**config.mk**
```make
export PLATFORM = sky130hd
export DESIGN_NAME = load_store_controller
export DESIGN_NICKNAME = d
export VERILOG_FILES = /design/src/rtl/load_store_controller_pkg.sv /design/src/rtl/load_store_controller_sat_counter.sv /design/src/rtl/load_store_controller.sv
export SDC_FILE = /design/constraint.sdc
export NUM_CORES = 1
export LEC_CHECK = 0
export CAP_MARGIN = 20
export CORE_MARGIN = 10
export CORE_UTILIZATION = 30
export DETAILED_ROUTE_END_ITERATION = 16
export PLACE_DENSITY = 0.65
export SLEW_MARGIN = 5
export SYNTH_ARGS = -nofsm -noshare
export SYNTH_HDL_FRONTEND = slang
export SYNTH_SLANG_ARGS = --single-unit
```
**constraint.sdc**
```tcl
create_clock -name clk -period 4 [get_ports clk]
set_clock_uncertainty 0.1 [all_clocks]
set_input_delay 0.6 -clock clk [delete_from_list [all_inputs] [get_ports clk]]
set_output_delay 0.6 -clock clk [all_outputs]
set_load 0.01 [all_outputs]
```
**src/rtl/load_store_controller_pkg.sv**
```systemverilog
// Shared opcode, ALU and state encodings for the load/store controller and its datapath.
package load_store_controller_pkg;

  localparam logic [5:0] LSC_OP_LW   = 6'b100011;
  localparam logic [5:0] LSC_OP_SW   = 6'b101011;
  localparam logic [3:0] LSC_ALU_ADD = 4'b0010;

  localparam logic [2:0] S_IDLE   = 3'd0;
  localparam logic [2:0] S_DECODE = 3'd1;
  localparam logic [2:0] S_ADDR   = 3'd2;
  localparam logic [2:0] S_MEM    = 3'd3;
  localparam logic [2:0] S_WB     = 3'd4;

endpackage

```
**src/rtl/load_store_controller_sat_counter.sv**
```systemverilog
// Saturating up-counter; holds at all-ones. Single-cycle update, no backpressure.
module sat_counter #(
  parameter int W = 16
) (
  input  logic         clk,
  input  logic         rst,
  input  logic         inc,
  output logic [W-1:0] count
);

  always_ff @(posedge clk) begin
    if (rst)
      count <= '0;
    else if (inc && (count != {W{1'b1}}))
      count <= count + 1'b1;
  end

endmodule

```
**src/rtl/load_store_controller.sv**
```systemverilog
// Multi-cycle lw/sw sequencer: done 4 cycles after accept for lw, 3 for sw.
// Backpressure: instr_ready is high only in IDLE; the driver holds instr_valid until then.
module load_store_controller
  import load_store_controller_pkg::*;
#(
  parameter int         N       = 32,
  parameter int         CNT_W   = 16,
  parameter logic [5:0] OP_LW   = LSC_OP_LW,
  parameter logic [5:0] OP_SW   = LSC_OP_SW,
  parameter logic [3:0] ALU_ADD = LSC_ALU_ADD
) (
  input  logic             clk,
  input  logic             rst,
  input  logic [N-1:0]     instr_in,
  input  logic             instr_valid,
  output logic             instr_ready,
  output logic [N-1:0]     instruction,
  output logic [3:0]       ALU_OP,
  output logic             RegWrite,
  output logic             MemRead,
  output logic             MemWrite,
  output logic             busy,
  output logic             done,
  output logic             illegal,
  output logic [CNT_W-1:0] lw_count,
  output logic [CNT_W-1:0] sw_count
);

  logic [2:0]   state;
  logic [2:0]   state_nxt;
  logic [N-1:0] ir;
  logic         is_lw;
  logic         is_sw;
  logic         lw_retire;
  logic         sw_retire;

  assign is_lw = (ir[31:26] == OP_LW);
  assign is_sw = (ir[31:26] == OP_SW);

  always_comb begin
    state_nxt = S_IDLE;
    case (state)
      S_IDLE:   state_nxt = instr_valid ? S_DECODE : S_IDLE;
      S_DECODE: state_nxt = (is_lw || is_sw) ? S_ADDR : S_IDLE;
      S_ADDR:   state_nxt = S_MEM;
      S_MEM:    state_nxt = is_lw ? S_WB : S_IDLE;
      S_WB:     state_nxt = S_IDLE;
      default:  state_nxt = S_IDLE;
    endcase
  end

  always_ff @(posedge clk) begin
    if (rst) begin
      state <= S_IDLE;
      ir    <= '0;
    end else begin
      state <= state_nxt;
      if ((state == S_IDLE) && instr_valid)
        ir <= instr_in;
    end
  end

  // ALU keeps adding through WB so the memory address stays valid while the load data is written back.
  assign ALU_OP      = (state == S_DECODE || state == S_ADDR || state == S_MEM || state == S_WB)
                       ? ALU_ADD : 4'b0000;
  assign instr_ready = (state == S_IDLE);
  assign busy        = (state != S_IDLE);
  assign instruction = ir;

  assign lw_retire = ~rst & (state == S_WB);
  assign sw_retire = ~rst & (state == S_MEM) & is_sw;

  assign MemRead  = ~rst & (((state == S_MEM) & is_lw) | (state == S_WB));
  assign MemWrite = sw_retire;
  assign RegWrite = lw_retire;
  assign done     = lw_retire | sw_retire;
  assign illegal  = ~rst & (state == S_DECODE) & ~(is_lw | is_sw);

  sat_counter #(.W(CNT_W)) u_lw_cnt (
    .clk   (clk),
    .rst   (rst),
    .inc   (lw_retire),
    .count (lw_count)
  );

  sat_counter #(.W(CNT_W)) u_sw_cnt (
    .clk   (clk),
    .rst   (rst),
    .inc   (sw_retire),
    .count (sw_count)
  );

endmodule
```
After elaboration in Yosys (flattened, before gate mapping)
Cells that the tools add are included.
{"block": "word_totals", "word_cells": 40, "output_inout_bits": 75, "inputBits": 35, "reg_bits": 67}
{"block": "op_classes", "eq_ne": 8, "muxes": 5, "addsub": 2, "bitwise_logic": 12, "reduce_logical": 9}
{"op": "$add A16 B1 Y16 const B", "count": 2}
{"op": "$ne A16 B16 Y1 const B", "count": 2}
{"op": "$eq A6 B6 Y1 const B", "count": 2}
{"op": "$pmux W3 S4", "count": 1}
{"op": "$and A1 B1 Y1", "count": 7}
{"op": "$eq A3 B2 Y1 const B", "count": 2}
{"op": "$logic_or A1 B1 Y1", "count": 4}
{"op": "$mux W2", "count": 2}
{"op": "$eq A3 B1 Y1 const B", "count": 1}
{"op": "$eq A3 B3 Y1 const B", "count": 1}
{"op": "$logic_and A1 B1 Y1", "count": 3}
{"op": "$logic_not A3 Y1", "count": 1}
{"op": "$mux W3", "count": 1}
{"op": "$or A1 B1 Y1", "count": 3}
{"op": "$reduce_bool A3 Y1", "count": 1}
{"op": "$not A1 Y1", "count": 2}
{"op": "$mux W1", "count": 1}

Logic depth before layout (Yosys ltp)
Gate-level depths: netlist (run 1).
{"block": "logic_depth", "depth_word": 5, "depth_mapped": 7, "ltp_nobuf": 6}

Modules after synthesis
From an unflattened synthesis (run 1), not the netlist that was laid out.
{"block": "hier_totals", "cells_unflattened": 370, "area_unflattened_um2": 3076.7}
{"mod": "sat_counter", "instances": 2, "area_per_inst_um2": 848.3, "cells_each": 99, "seq_area_each_um2": 320.3}
{"mod": "load_store_controller", "instances": 1, "area_per_inst_um2": 1380.1, "cells_each": 172, "seq_area_each_um2": 700.7}

Least setup slack after synthesis (run 1)
OpenSTA, ideal clock, no wires.
{"block": "synth_path", "path_type": "input-to-output", "startpoint": "input rst", "endpoint": "output done", "n_path_buf": 2, "required_time_ns": 3.300, "slack_ns": 1.418, "t_arrival_ns": 1.882, "cell_stages": 5, "cell_sequence": "clkbuf_2 or3b_1 or4_4 buf_6 nand2_1"}
{"block": "synth_via", "elab_chain_cells": 4, "elab_cells_between_ends": 5, "classes_between": "5 x bitwise"}
{"item": "start, declared", "line": "load_store_controller.sv:13", "text": "input logic rst,"}
{"item": "$not A1 Y1 *", "line": "load_store_controller.sv:70, load_store_controller.sv:71"}
{"item": "$and A1 B1 Y1 (2 in a row)", "line": "load_store_controller.sv:71", "text": "assign sw_retire = ~rst & (state == S_MEM) & is_sw;"}
{"item": "$or A1 B1 Y1 *", "line": "load_store_controller.sv:76", "text": "assign done = lw_retire | sw_retire;"}
{"item": "end, declared", "line": "load_store_controller.sv:23", "text": "output logic done,"}
Mark *: on every way between the ends. The rest lies on a longest branch, timed or not.

Worst setup path in the final report (run 1)
{"block": "layout_path", "startpoint": "register state[0]", "endpoint": "output done"}
{"block": "layout_via", "elab_chain_cells": 4, "elab_cells_between_ends": 6, "classes_between": "2 x eq/ne; 4 x bitwise"}
{"item": "start, declared", "line": "load_store_controller.sv:29", "text": "logic [2:0] state;"}
{"item": "start signal, assigned", "line": "load_store_controller.sv:57", "text": "state <= state_nxt;"}
{"item": "$eq A3 B2 Y1", "line": "load_store_controller.sv:71"}
{"item": "$and A1 B1 Y1 (2 in a row)", "line": "load_store_controller.sv:71"}
{"item": "$or A1 B1 Y1 *", "line": "load_store_controller.sv:76"}
Marked as above.

==> results.toml, run 1 <==
[detailed_routing]
drt_first_pass_iters = 4
antenna_left = 0
drc = 0
drt-total-wl_mm = 8.36
drt_iter0_markers = 201
wl_per_cell_microns = 14.1
via_count = 2749
viasPerCell = 4.64

[sta]
max_slew.worst_pin.slew_ns = 1.02
rsz0062_at_grt = "no"
post-route-min-period_ns = 3.19
report.final.slew_viol_count = 0
fin_ws_ns = 0.810
setup_violations = 0
layout_worst_path_cycle_share_pct = 79.7
relSlewSlack_pct = 31.5
finalHoldViolCount = 0
tns_ns = 0
max_freq_ghz = 0.314
whs_ns = 0.352

[clock_network]
clock_sinks = 67
tritoncts = "yes"
cts_resized = 0
postCtsSetupBuffers = 0
cts.clk_slew.worst_paths_ns = 0.06
cts_buffers = 9
hold_buffers = 0
clk-insertion-delay-late_ns = 0.34
clk_path_buf_depth = 2
root_buffer = "clkbuf_8"
htreeDepth = 3

[global_route]
antenna_found_initial = 0
grt_pass1_vias = 2779
grt_pass1_wl_mm = 13.9
grt_usage_pct = 11.8
globalRoute.totalOverflow = 0
grt_max_degree = 36

[yosys]
synth.top_cell.area_share_pct = 45.7
synth_flop_cell = "dfxtp_1"
ys_types = 41
yosysTopAreaCell = "dfxtp_1"
synth_most_common_cell = "nand2_1"
async_flop_share_pct = 0
synth_edf_count = 0
yosys_warnings = 0
synth_area_sq_um = 2940
yosysSeqAreaShare_pct = 45.7
syn_avg_cell_area_sq_um = 8.22
yosys_register_bits = 67
syn_inst = 357
synth_top_cells_by_count = "nand2_1, dfxtp_1, a21oi_1"
synth.area.top_cells = "dfxtp_1, nand2_1, a21oi_1, xnor2_1, nor2_1"

[die]
core_sq_um = 9640
num_io_pins = 110
die_w_microns = 119
dieHeight_microns = 119
dieArea_sq_um = 14100
start_util_pct = 30.5
rows = 36

[setup_path]
cp.arrival_ns = 2.49
r2r_start = "state[0]"
crit_path_end_kind = "output pin"
criticalPathCategory = "reg2out"
path_cells = "or3b_1 > or4_4 > nand2_1 > clkdlybuf4s50_1"
critPathLaunchType = "flip-flop"
critical_path.max_fanout = 14
critPathMaxStageDelay_ns = 0.63
crit_slowest_cell = "or4_4"
required_ns = 3.30
startpoint = "state[0]"

[power_and_ir_drop]
p_total_mw = 1.43
cellPowerDensity_nw_per_um2 = 332
power.leakage_nw = 1.47
vdd_ir_drop_max_v = 0.000210

[cells_and_area]
antenna_cells = 0
area_growth_pct = 46.5
nets = 494
drive_gt1_share_pct = 6.74

[placement]
gp_congestion = 0.795
portBuffers = 106
hpwl_mm = 6.21
dpl_worst_slack_ns = 0.832

[run_status]
outcome = "finished, final reports clean"

[hold_path]
hp-start = "instruction[2]"
hp-class = "reg2reg"

[flow_run]
maxCapViolCount = 0
==> cells in the final DEF, fill, tap and decap left out, types with 2 or more instances in the layout <==
| master | count |
|---|---|
| clkdlybuf4s50_1 | 105 |
| nand2_1 | 80 |
| dfxtp_1 | 67 |
| a21oi_1 | 36 |
| nor2_1 | 33 |
| xnor2_1 | 19 |
| nand3_1 | 15 |
| nor3_1 | 12 |
| clkbuf_8 | 12 |
| nand4_1 | 9 |
| a211oi_1 | 6 |
| nand2b_1 | 5 |
| nor4_1 | 5 |
| xor2_1 | 5 |
| inv_1 | 4 |
| and3_1 | 4 |
| and4_1 | 4 |
| or3_1 | 3 |
| conb_1 | 3 |
| buf_4 | 3 |
| or2_2 | 2 |
| o21ai_0 | 2 |
| a2111oi_0 | 2 |
| a31o_2 | 2 |
| ha_1 | 2 |
==> state kept, by name (all words and copies together), names as in the netlist <==
register and flops:
instruction 32, u_lw_cnt.count 16, u_sw_cnt.count 16, state 3
==> kinds of logic after synthesis <==
| logic type | after synthesis | share of synthesized area (%) |
|---|---|---|
| AO/OA/AOI/OAI | 51 | 10.9 |
| other | 1 | 0.128 |
| adder cells (fa/ha/maj) | 2 | 0.852 |
| buffers and inverters | 27 | 4.22 |
| flip-flops | 67 | 45.7 |
| AND/OR/NAND/NOR | 183 | 30.3 |
| XOR/XNOR | 24 | 7.16 |
| multiplexers | 2 | 0.725 |
==> worst paths after layout <==
| kind | cells past startpoint | endpoint | slack [ns] |
|---|---|---|---|
| max | 4 | done | 0.81 |
| min | 2 | instruction[2] | 0.35 |
| max reg2reg | 5 | u_sw_cnt.count[2] | 1.48 |
| min reg2reg | 2 | instruction[2] | 0.35 |
==> through the flow <==
stage                     std cells  area [sq um]  util (%)
final                           593          4300      44.6
after global routing            593          4300      44.6
after CTS                       592          4280      44.4
after detailed placement        578          4080      42.4
after global placement          578          4080      42.4
after floorplan                 359          2940         -
==> worst max-delay path: cells and delay by family, from the launching register on <==
kind / cells / cell delay, ns
simple gates: 3 / 1.20
buf+inv: 1 / 0.55
flops: 1 / 0.41
==> power by group <==
group | leakage [nW] | internal (mW) | total, mW | switching, mW
clock | 0.104 | 0.331 | 0.582 | 0.251
sequential | 0.545 | 0.687 | 0.698 | 0.0110
combinational | 0.816 | 0.0810 | 0.147 | 0.0663
total | 1.47 | 1.10 | 1.43 | 0.328
==> layout make-up <==
cell class              instances  area, sq um
multi-input cells             265         1480
clock buffers                  12          165
flip-flops and latches         67         1340
clock inverters                 2         35.0
repair buffers                110         1090
fillers                      1001         5340
well taps                     133          166
inverters                       4         15.0
==> routing by layer <==
layer	up-vias	track usage [%]	share of wire [%]
met5	-	0	0
met4	0	4.05	1.6
met3	13	6.61	10
met2	77	17.7	44
met1	1250	13.9	44
li1	1409	-	-
No activity file was read; power rests on OpenSTA's default activity.
==> inputs of run 2 (changes only) <==
PLACE_DENSITY = 0.67   (was 0.65)
clock period = 2.65 ns   (was 4 ns; I/O delays follow)
==> results.toml, run 2 (synthesis gave the netlist of run 1 again) <==
[sta]
fin_ws_ns = 0.133
tns_ns = 0
report.final.slew_viol_count = 0
layout_worst_path_cycle_share_pct = 95.0
max_freq_ghz = 0.397
max_slew.worst_pin.slew_ns = 0.573
relSlewSlack_pct = 61.5
finalHoldViolCount = 0
rsz0062_at_grt = "no"
post-route-min-period_ns = 2.52
setup_violations = 0

[clock_network]
hold_buffers = 0
clock_sinks = 67
cts.clk_slew.worst_paths_ns = 0.07
root_buffer = "clkbuf_8"
clk-insertion-delay-late_ns = 0.33
htreeDepth = 3
clk_path_buf_depth = 2
tritoncts = "yes"
cts_buffers = 9
postCtsSetupBuffers = 0

[cells_and_area]
final_cell_mix = "clkdlybuf4s50_1, nand2_1, dfxtp_1"
nets = 502
largest_reg_flops = 32
drive_gt1_share_pct = 9.15
fin_util_pct = 45.3
n_fill_cell = 985
multi_input_area_sq_um = 1500
antenna_cells = 0
area_growth_pct = 48.8
design_area_sq_um = 4370
final-seq-area_sq_um = 1340
layout_commonest_cell = "clkdlybuf4s50_1"

[die]
rows = 36
core_sq_um = 9640
dieHeight_microns = 119
dieArea_sq_um = 14100
start_util_pct = 30.5
num_io_pins = 110
die_w_microns = 119

[global_route]
globalRoute.totalOverflow = 0
grt_usage_pct = 12.2
grt_max_degree = 36
antenna_found_initial = 0
grt_pass1_vias = 2869
grt_pass1_wl_mm = 14.6

[power_and_ir_drop]
netSwitchingFraction_pct = 23.3
power.leakage_nw = 1.54
pwr-share-clk_pct = 40.4
cellPowerDensity_nw_per_um2 = 491
seq_power_share_pct = 49.1
combinationalPowerShare_pct = 10.5
power_switching_mw = 0.500
p_int_mw = 1.64
p_total_mw = 2.14
vdd_ir_drop_max_v = 0.000307

[detailed_routing]
drt-total-wl_mm = 8.66
via_count = 2845
antenna_left = 0
drt_first_pass_iters = 4
drc = 0
wl_per_cell_microns = 14.4
drt_iter0_markers = 149
viasPerCell = 4.72

[setup_path]
critical_path.max_fanout = 9
cp.arrival_ns = 2.02
critPathMaxStageDelay_ns = 0.61
path_cells = "or4b_4 > inv_1 > clkdlybuf4s50_1"
critPathLaunchType = "flip-flop"
rr_worst_depth = 6
required_ns = 2.15
r2r_start = "state[0]"
crit_path_end_kind = "output pin"
criticalPathCategory = "reg2out"
startpoint = "state[1]"
crit_slowest_cell = "or4b_4"

[placement]
dpl_worst_slack_ns = 0.0516
gp_congestion = 0.816
dpl_cell_area_sq_um = 4150
portBuffers = 106
hpwl_mm = 6.45

[hold_path]
hp-start = "instruction[8]"
whs_path_depth = 2
hp-class = "reg2reg"

[flow_run]
maxCapViolCount = 0

[run_status]
outcome = "finished, final reports clean"
-- run 2: changes by cell type in the layout (fill, tap and decap cells not counted), sizes merged --
cell	delta
clkdlybuf4s50	-3
dlymetal6s2s	+1
clkinv	+2
dlygate4sd2	+2
buf	+8
-- run 2: timing repair --
item | 4_1_cts | 5_1_grt
gates cloned | 0 | 0
endpoints found under the setup margin | 3 | 1
hold endpoints to repair | 0 | 0
gates resized for setup | 3 | 3
-- run 2: final timing paths --
| path | to | slack (ns) |
|---|---|---|
| hold / removal | instruction[8] | 0.35 |
| setup reg to reg | u_sw_cnt.count[14] | 0.22 |
| setup / recovery | RegWrite | 0.13 |
| hold reg to reg | instruction[8] | 0.35 |
-- run 2: worst max-delay path, delay by kind of cell, from the launching register on --
family	cells	cell delay (ns)
buffers and inverters	2	0.70
AND/OR/NAND/NOR	1	0.61
flip-flops	1	0.39
-- run 2: through the flow --
step                      hold WS [ns]  instances
after floorplan                  0.372        359
after global placement           0.342        587
after detailed placement         0.346        587
after CTS                        0.357        603
after global routing             0.379        603
final                            0.353        603
-- run 2: power by group through the flow --
stage                     Combinational, mW  Sequential [mW]  Clock, mW
after floorplan                      0.0766             1.09          0
after global placement                0.224             1.07          0
after detailed placement              0.226             1.08          0
after CTS                             0.228             1.05      0.907
after global routing                  0.248             1.06      0.950
final                                 0.225             1.05      0.866
-- run 2: final cells by class --
class | instances | share of cell area, %
Tap cell | 133 | 3.81
Sequential cell | 67 | 30.7
Timing Repair Buffer | 118 | 26.2
Clock inverter | 4 | 1.12
Inverter | 4 | 0.344
Multi-Input combinational cell | 265 | 34.2
Clock buffer | 12 | 3.55
-- run 2: per-layer routing --
layer | global-route usage, % | routed length [microns]
met2 | 18.2 | 3870
met5 | 0 | 0
met1 | 14.3 | 3680
met3 | 7.13 | 1010
met4 | 4.12 | 91
==> inputs of run 3 (changes only) <==
HOLD_SLACK_MARGIN = 0.1   (was unset)
==> results of run 3 <==
No change in the layout: final DEF, timing and power equal those of run 2.
